**src/rtl/apb_arb_pkg.sv**
```systemverilog
// Shared types and default widths for the APB round-robin arbiter master.
package apb_arb_pkg;

    typedef enum logic [1:0] {
        IDLE   = 2'd0,
        SETUP  = 2'd1,
        ACCESS = 2'd2
    } state_t;

    localparam int DEF_NUM_REQ        = 2;
    localparam int DEF_DATA_WIDTH     = 8;
    localparam int DEF_ADDR_WIDTH     = 8;
    localparam int DEF_TIMEOUT_CYCLES = 16;

endpackage

```
**src/rtl/apb_rr_arbiter.sv**
```systemverilog
// Combinational round-robin pick: first asserted request at or after ptr, wrapping.
module apb_rr_arbiter
    import apb_arb_pkg::*;
#(
    parameter int NUM_REQ = DEF_NUM_REQ,
    parameter int PW      = $clog2(NUM_REQ)
)(
    input  logic [NUM_REQ-1:0] req,
    input  logic [PW-1:0]      ptr,
    output logic [NUM_REQ-1:0] grant,
    output logic [PW-1:0]      idx,
    output logic               found
);

    logic          hi_found, lo_found;
    logic [PW-1:0] hi_idx, lo_idx;

    // Descending scan so the lowest index in each half wins; the upper half (>= ptr) has priority.
    always_comb begin
        hi_found = 1'b0;
        lo_found = 1'b0;
        hi_idx   = '0;
        lo_idx   = '0;
        for (int i = NUM_REQ - 1; i >= 0; i--) begin
            if (req[i]) begin
                if (PW'(i) >= ptr) begin
                    hi_found = 1'b1;
                    hi_idx   = PW'(i);
                end else begin
                    lo_found = 1'b1;
                    lo_idx   = PW'(i);
                end
            end
        end
    end

    assign found = hi_found | lo_found;
    assign idx   = hi_found ? hi_idx : lo_idx;
    assign grant = found ? (NUM_REQ'(1) << idx) : '0;

endmodule

```
**src/rtl/apb_arbiter_master.sv**
```systemverilog
// APB master sharing one slave among NUM_REQ requesters with round-robin arbitration.
// Optional ACCESS-phase timeout enabled by defining APB_ARB_TIMEOUT_EN.
module apb_arbiter_master
    import apb_arb_pkg::*;
#(
    parameter int NUM_REQ        = DEF_NUM_REQ,
    parameter int DATA_WIDTH     = DEF_DATA_WIDTH,
    parameter int ADDR_WIDTH     = DEF_ADDR_WIDTH,
    parameter int TIMEOUT_CYCLES = DEF_TIMEOUT_CYCLES
)(
    input  logic                         pclk,
    input  logic                         presetn,
    input  logic [NUM_REQ-1:0]           req_valid,
    input  logic [NUM_REQ-1:0]           req_write,
    input  logic [NUM_REQ*ADDR_WIDTH-1:0] req_addr,
    input  logic [NUM_REQ*DATA_WIDTH-1:0] req_wdata,
    output logic [NUM_REQ-1:0]           req_ready,
    output logic [NUM_REQ-1:0]           rsp_valid,
    output logic [DATA_WIDTH-1:0]        rsp_rdata,
    output logic                         rsp_err,
    output logic                         psel,
    output logic                         pen,
    output logic                         pwrite,
    output logic [ADDR_WIDTH-1:0]        paddr,
    output logic [DATA_WIDTH-1:0]        pwdata,
    input  logic [DATA_WIDTH-1:0]        prdata,
    input  logic                         pready
);

    localparam int PW = $clog2(NUM_REQ);

    state_t                  state, next_state;
    logic [PW-1:0]           ptr, grant_idx, win_idx;
    logic [NUM_REQ-1:0]      win_onehot;
    logic                    win_found, done, timeout, accept;
    logic                    sel_write;
    logic [ADDR_WIDTH-1:0]   sel_addr;
    logic [DATA_WIDTH-1:0]   sel_wdata;

    apb_rr_arbiter #(.NUM_REQ(NUM_REQ), .PW(PW)) u_arb (
        .req   (req_valid),
        .ptr   (ptr),
        .grant (win_onehot),
        .idx   (win_idx),
        .found (win_found)
    );

`ifdef APB_ARB_TIMEOUT_EN
    localparam int CW = $clog2(TIMEOUT_CYCLES + 1);
    logic [CW-1:0] tcnt;

    // Counter is held at zero outside ACCESS, so it starts fresh on every ACCESS entry.
    always_ff @(posedge pclk) begin
        if (!presetn || state != ACCESS)
            tcnt <= '0;
        else if (!pready)
            tcnt <= tcnt + CW'(1);
    end

    assign timeout = (state == ACCESS) && !pready && (tcnt == CW'(TIMEOUT_CYCLES - 1));
`else
    logic unused_timeout_cfg;
    assign unused_timeout_cfg = |TIMEOUT_CYCLES;
    assign timeout = 1'b0;
`endif

    // pready only counts in ACCESS; a lingering pready in IDLE/SETUP is ignored.
    assign done      = (state == ACCESS) && (pready || timeout);
    assign accept    = ((state == IDLE) || done) && win_found;
    assign req_ready = accept ? win_onehot : '0;

    always_comb begin
        sel_write = 1'b0;
        sel_addr  = '0;
        sel_wdata = '0;
        for (int i = 0; i < NUM_REQ; i++) begin
            if (win_idx == PW'(i)) begin
                sel_write = req_write[i];
                sel_addr  = req_addr[i*ADDR_WIDTH +: ADDR_WIDTH];
                sel_wdata = req_wdata[i*DATA_WIDTH +: DATA_WIDTH];
            end
        end
    end

    always_ff @(posedge pclk) begin
        if (!presetn)
            state <= IDLE;
        else
            state <= next_state;
    end

    always_comb begin
        next_state = state;
        case (state)
            IDLE:    if (accept) next_state = SETUP;
            SETUP:   next_state = ACCESS;
            ACCESS:  if (done) next_state = accept ? SETUP : IDLE;
            default: next_state = IDLE;
        endcase
    end

    always_comb begin
        psel = (state == SETUP) || (state == ACCESS);
        pen  = (state == ACCESS);
    end

    // Completion uses the old grant/direction while a new accept may overwrite them on the same edge.
    always_ff @(posedge pclk) begin
        if (!presetn) begin
            pwrite    <= 1'b0;
            paddr     <= '0;
            pwdata    <= '0;
            grant_idx <= '0;
            ptr       <= '0;
            rsp_valid <= '0;
            rsp_rdata <= '0;
            rsp_err   <= 1'b0;
        end else begin
            rsp_valid <= '0;
            rsp_err   <= 1'b0;
            if (accept) begin
                pwrite    <= sel_write;
                paddr     <= sel_addr;
                pwdata    <= sel_wdata;
                grant_idx <= win_idx;
                ptr       <= (win_idx == PW'(NUM_REQ - 1)) ? '0 : win_idx + PW'(1);
            end
            if (done) begin
                rsp_valid <= NUM_REQ'(1) << grant_idx;
                rsp_err   <= timeout;
                rsp_rdata <= (pwrite || timeout) ? '0 : prdata;
            end
        end
    end

endmodule

```
**config.mk**
```make
export PLATFORM = sky130hd
export DESIGN_NAME = apb_arbiter_master
export DESIGN_NICKNAME = d
export VERILOG_FILES = /design/src/rtl/apb_arb_pkg.sv /design/src/rtl/apb_rr_arbiter.sv /design/src/rtl/apb_arbiter_master.sv
export SDC_FILE = /design/constraint.sdc
export NUM_CORES = 1
export LEC_CHECK = 0
export CAP_MARGIN = 10
export CORE_MARGIN = 5
export CORE_UTILIZATION = 25
export CTS_BUF_LIST = sky130_fd_sc_hd__clkbuf_8
export CTS_CLUSTER_DIAMETER = 30
export DETAILED_ROUTE_END_ITERATION = 8
export GPL_ROUTABILITY_DRIVEN = 0
export PLACE_DENSITY = 0.67
export SLEW_MARGIN = 0
export SYNTH_ARGS = -nofsm -noshare
export SYNTH_HDL_FRONTEND = slang
export SYNTH_SLANG_ARGS = --single-unit
```
**constraint.sdc**
```tcl
create_clock -name pclk -period 1.9 [get_ports pclk]
set_input_delay 0.19 -clock pclk [delete_from_list [all_inputs] [get_ports pclk]]
set_output_delay 0.19 -clock pclk [all_outputs]
set_load 0.02 [all_outputs]
```
---- Yosys cells after proc, flatten, opt, wreduce, memory -nomap -nowiden ----
Index checks and enable logic that the tools add are counted.
word-level totals
  output and inout port bits .............. 32
  bits of input ports ..................... 47
  word-level logic and storage cells ...... 49
  register bits after elaboration ......... 31
cells by class
  add/subtract/negate cells ............... 1
  reductions and logical operators ........ 7
  bitwise gates (word level) .............. 1
  multiplexer cells ....................... 24
  order comparisons ....................... 2
  shift operators ......................... 2
  equal/unequal tests ..................... 4
operators with widths
  operator                                                                 number
  8-bit 2-to-1 mux                                                         3
  1-bit 2-to-1 mux                                                         16
  2-bit 2-to-1 mux                                                         4
  2-bit case mux with 3 select lines                                       1
  2-bit AND reduction                                                      2
  1-bit by 1-bit left shift with 2-bit output, first input constant        2
  2-bit by 1-bit equality test with 1-bit output, second input constant    1
  2-bit equality test, second input constant                               1
  1-bit >= comparator, first input constant                                2
  1-bit logical AND                                                        2
  2-bit logical NOT                                                        1
  1-bit logical OR                                                         2
  2-bit by 1-bit inequality test with 1-bit output, second input constant  1
  2-bit inequality test, second input constant                             1
  1-bit adder, second input constant                                       1
  1-bit bitwise OR                                                         1

---- Logic depth before layout (Yosys ltp) ----
  word-level depth ........................ 10
  mapped depth ............................ 7

---- Cells and area by module ----
A second synthesis with hierarchy kept.
unflattened totals
  cells, all modules ...................... 155
  area total of the unflattened synthesis .. 1505.2 sq um
modules (own cells, without submodules)
  module              sequential area each (sq um)  cells an instance  area each (sq um)  instances
  apb_arbiter_master  620.6                         150                1472.7             1
  apb_rr_arbiter      0.0                           5                  32.5               1

---- Worst setup path after synthesis ----
OpenSTA, ideal clock, no wires.
  path kind ............................... reg-to-reg
  start ................................... register state[0]
  end ..................................... register paddr[2]
  data arrival time ....................... 1.685 ns
  slack ................................... 0.093 ns
  buffers on the path ..................... 2
  cell stages (with the launch flop) ...... 8
  data required time ...................... 1.778 ns
  cells stage by stage .................... dfxtp_1 inv_1 ha_1 a21o_1 and4_1 buf_2 buf_4 a221o_1
between the ends
  cells in the longest elaborated chain, start to end .. 4
  elaborated cells on any way between the ends .. 5
  classes of those cells .................. eq/ne: 1; reduce/logical: 4
RTL lines
  element                 line                       text
  start, declared         apb_arbiter_master.sv:32   state_t state, next_state;
  start signal, assigned  apb_arbiter_master.sv:89   state <= next_state;
  2-bit equality test     -
  net pen                 apb_arbiter_master.sv:22   output logic pen,
  1-bit logical AND       apb_arbiter_master.sv:68   assign done = (state == ACCESS) && (pready || timeout);
  1-bit logical OR        apb_arbiter_master.sv:69   assign accept = ((state == IDLE) || done) && win_found;
  1-bit logical AND       apb_arbiter_master.sv:69
  end signal, assigned    apb_arbiter_master.sv:123  paddr <= sel_addr;
  end, declared           apb_arbiter_master.sv:24   output logic [ADDR_WIDTH-1:0] paddr,
The timed path passes the listed nets, and every way through them passes these cells.
A chain may end at the register's enable or synchronous reset.

---- Worst setup path in the final report ----
  start ................................... register state[0]
  end ..................................... output port req_ready[0]
between the ends
  cells in the longest elaborated chain, start to end .. 5
  elaborated cells on any way between the ends .. 6
  classes of those cells .................. eq/ne: 1; mux: 1; reduce/logical: 4
RTL lines
  element                line                      text
  2-bit equality test    apb_arbiter_master.sv:68
  1-bit logical AND      apb_arbiter_master.sv:68
  1-bit logical OR (*)   apb_arbiter_master.sv:69
  1-bit logical AND (*)  apb_arbiter_master.sv:69
  2-bit 2-to-1 mux (*)   apb_arbiter_master.sv:70  assign req_ready = accept ? win_onehot : '0;
  end, declared          apb_arbiter_master.sv:17  output logic [NUM_REQ-1:0] req_ready,
Every way passes the cells marked *; elsewhere a longest branch is shown, timed or not.

==> flow_metrics.py <==
metrics = {
    "run_status": {
        "status": "finished, final reports clean",
    },
    "global_route": {
        "use_met1": 0.143,
        "grt_max_degree": 21,
        "grt_antenna_before_repair": 0,
        "grtUsageMet3": 0.0451,
        "grt.total_usage": 0.122,
        "met2_usage": 0.208,
        "grt_pass1_vias": 1469,
        "top_usage_layer": "met2",
        "grt_overflow": 0,
        "grt_pass1_wl_mm": 7.09,
    },
    "timing": {
        "grt_setup_unrepaired": "false",
        "clock_skew_ns": 0.00146,
        "timing.hold.ws_ns": 0.424,
        "period_needed_ns": 1.80,
        "setup-violations-final": 0,
        "fmax_ghz": 0.556,
        "hold_viol_final": 0,
        "maxSlewViolCount": 0,
        "fin_crit_sh": 0.946,
        "tns_ns": 0,
    },
    "critical_path": {
        "end_kind": "output port",
        "path_class": "flop to output port",
        "crit_family": "buffers and inverters",
        "cp.depth": 5,
        "crit_chain": "inv_1, ha_1, a21o_1, and3_1, dlygate4sd2_1",
        "max_stage_delay_ns": 0.35,
        "worstPathBufferInverterCount": 2,
        "cp_slowest_cell": "dfxtp_2",
        "cp-start-kind": "flop",
        "worstPathArrival_ns": 1.61,
        "path_max_fanout": 4,
        "cp.required_ns": 1.71,
        "rr_worst_depth": 7,
    },
    "power_and_ir_drop": {
        "pwr-share-clk": 0.268,
        "leakage_nw": 0.898,
        "p_int_mw": 1.27,
        "p_sw_mw": 0.542,
        "power_frac_seq": 0.418,
        "power_density_nw_per_um2": 770,
        "switching_share": 0.299,
        "ir_worst_vdd_mv": 0.430,
        "power_frac_comb": 0.314,
    },
    "logic_synthesis": {
        "ys_seq_area_frac": 0.447,
        "synthTopCellsByArea": "dfxtp_1 45%, a221o_1 12%, a21oi_1 10%, nand2_1 7.3%, nand4b_1 5.0%",
        "synthFlopType": "dfxtp_1",
        "synth_cells": 153,
        "yosys-mux-area-fraction": 0.00811,
        "syn_area_per_cell_um2": 9.08,
        "syn-num-nets": 204,
        "syn_area_um2": 1390,
        "synth.largest_area_cell": "dfxtp_1",
        "synth_enable_flop_cells": 0,
        "yosysWarningCount": 0,
        "synth_top_area_frac": 0.447,
        "ys_types": 27,
        "synth_compound_gate_area_share": 0.255,
        "async_flop_share": 0,
        "synthSimpleGateAreaFrac": 0.184,
        "synth-seq-cells": 31,
        "synth-xor-area-share": 0,
        "synth_fa_ha_area_frac": 0.0360,
        "synth_top_family_by_area": "compound AO/OA/AOI/OAI gates",
    },
    "clocking": {
        "ctsRootBufferMaster": "clkbuf_8",
        "cts-buffers-inserted": 5,
        "clkSlewWorstSetupHoldPaths_ns": 0.06,
        "clk_path_buf_depth": 2,
        "clk_latency_ns": 0.27,
        "hold_buffers": 0,
        "cts.htree.levels": 2,
        "clock-sinks": 31,
        "cts_tree": "yes",
    },
    "routing": {
        "vias": 1430,
        "drtIter0Drc": 51,
        "dr.pass1.iters": 6,
        "wl_per_cell_um": 14.0,
        "drc": 0,
        "vias_per_cell": 4.63,
        "ant_nets": 0,
        "wirelength_mm": 4.34,
    },
    "placed_design": {
        "dp_hpwl_mm": 3.31,
        "portBuffers": 77,
    },
    "final_layout": {
        "drive_gt1_frac": 0.105,
        "fin_nets": 287,
        "insertedDiodeCount": 0,
        "syn2layout_area_growth_pct": 69.5,
    },
    "floorplan": {
        "die_area_um2": 7150,
        "core-area_um2": 5440,
        "die_width_um": 84.5,
        "fp.dieH_um": 84.5,
        "num_io_pins": 79,
        "start_util": 0.255,
        "row_count": 27,
    },
    "flow_run": {
        "maxCapViolations": 0,
    },
    "worst_hold_path": {
        "worstHoldPathCells": 1,
        "hp-class": "flop to flop",
    },
}
## power by group through the flow
stage	clock network [mW]	registers (mW)	logic (mW)
after detailed placement	0	0.769	0.582
after floorplan	0	0.830	0.219
after global routing	0.553	0.766	0.616
final	0.486	0.758	0.569
after global placement	0	0.767	0.577
after CTS	0.516	0.756	0.578
## placed cells by master (no fill, tap or decap), drive strengths merged, types with 3 or more instances in the layout
cell type and instances:
clkdlybuf4s50 74, dfxtp 31, a221o 17, clkbuf 5, clkinv 3, nand4b 8
a21oi 28, o21a 3, ha 4, nand2 27, buf 13, inv 4
## stage by stage
stage | cell area, um2 | setup WS [ns] | utilization | cells | total power, mW
after floorplan | 1390 | 0.0930 | - | 153 | 1.05
after global placement | 2270 | 0.0814 | 0.417 | 301 | 1.34
after detailed placement | 2270 | 0.0592 | 0.417 | 301 | 1.35
after CTS | 2350 | 0.0220 | 0.432 | 309 | 1.85
after global routing | 2350 | 0.00436 | 0.433 | 309 | 1.94
final | 2350 | 0.103 | 0.433 | 309 | 1.81
## synth_stat cells, types with 2 or more instances
cell / instances
nor3b_1: 2
nand4b_1: 8
clkbuf_1: 7
and3_1: 2
inv_1: 3
nor3_1: 2
nand2_1: 27
buf_2: 3
ha_1: 4
dfxtp_1: 31
a221o_1: 17
a21oi_1: 28
o21a_1: 3
buf_6: 2
buf_4: 2
## repair_timing
action,CTS,global route
gates resized for setup,2,3
pin swaps,0,0
endpoints found under the setup margin,2,11
buffers inserted,0,0
## worst paths after layout
path	endpoint	from	slack, ns
max	req_ready[0]	state[0]	0.10
min	rsp_valid[0]	grant_idx	0.42
max reg2reg	paddr[0]	state[0]	0.15
min reg2reg	rsp_valid[0]	grant_idx	0.42
## final cells by class
class	instances	area, um2
Multi-Input combinational cell	104	674
Tap cell	72	90.1
Inverter	4	15.0
Fill cell	536	3080
Clock buffer	5	68.8
Timing Repair Buffer	90	868
Sequential cell	31	623
Clock inverter	3	15.0
## cells by family (layout without fill, tap and decap cells)
group / count (synthesis) / count (layout)
AND/OR/NAND/NOR: 47 / 47
AO/OA/AOI/OAI: 51 / 51
adder cells (fa/ha/maj): 4 / 4
other: 1 / 1
buffers and inverters: 18 / 102
multiplexers: 1 / 1
flip-flops: 31 / 31
## registers in the layout, summed over array words and instances, names as in the netlist
signal / cells
rsp_valid: 2
pwrite: 1
state: 2
ptr: 1
paddr: 8
rsp_rdata: 8
pwdata: 8
grant_idx: 1
## per-layer routing
metal,vias to the layer above,wire length (um),share of wire
met5,-,0,0
met4,0,15,0.0035
met3,2,386,0.089
met2,61,2170,0.50
met1,643,1760,0.41
li1,724,-,-
Note: power is estimated with default switching activity, not from simulation.
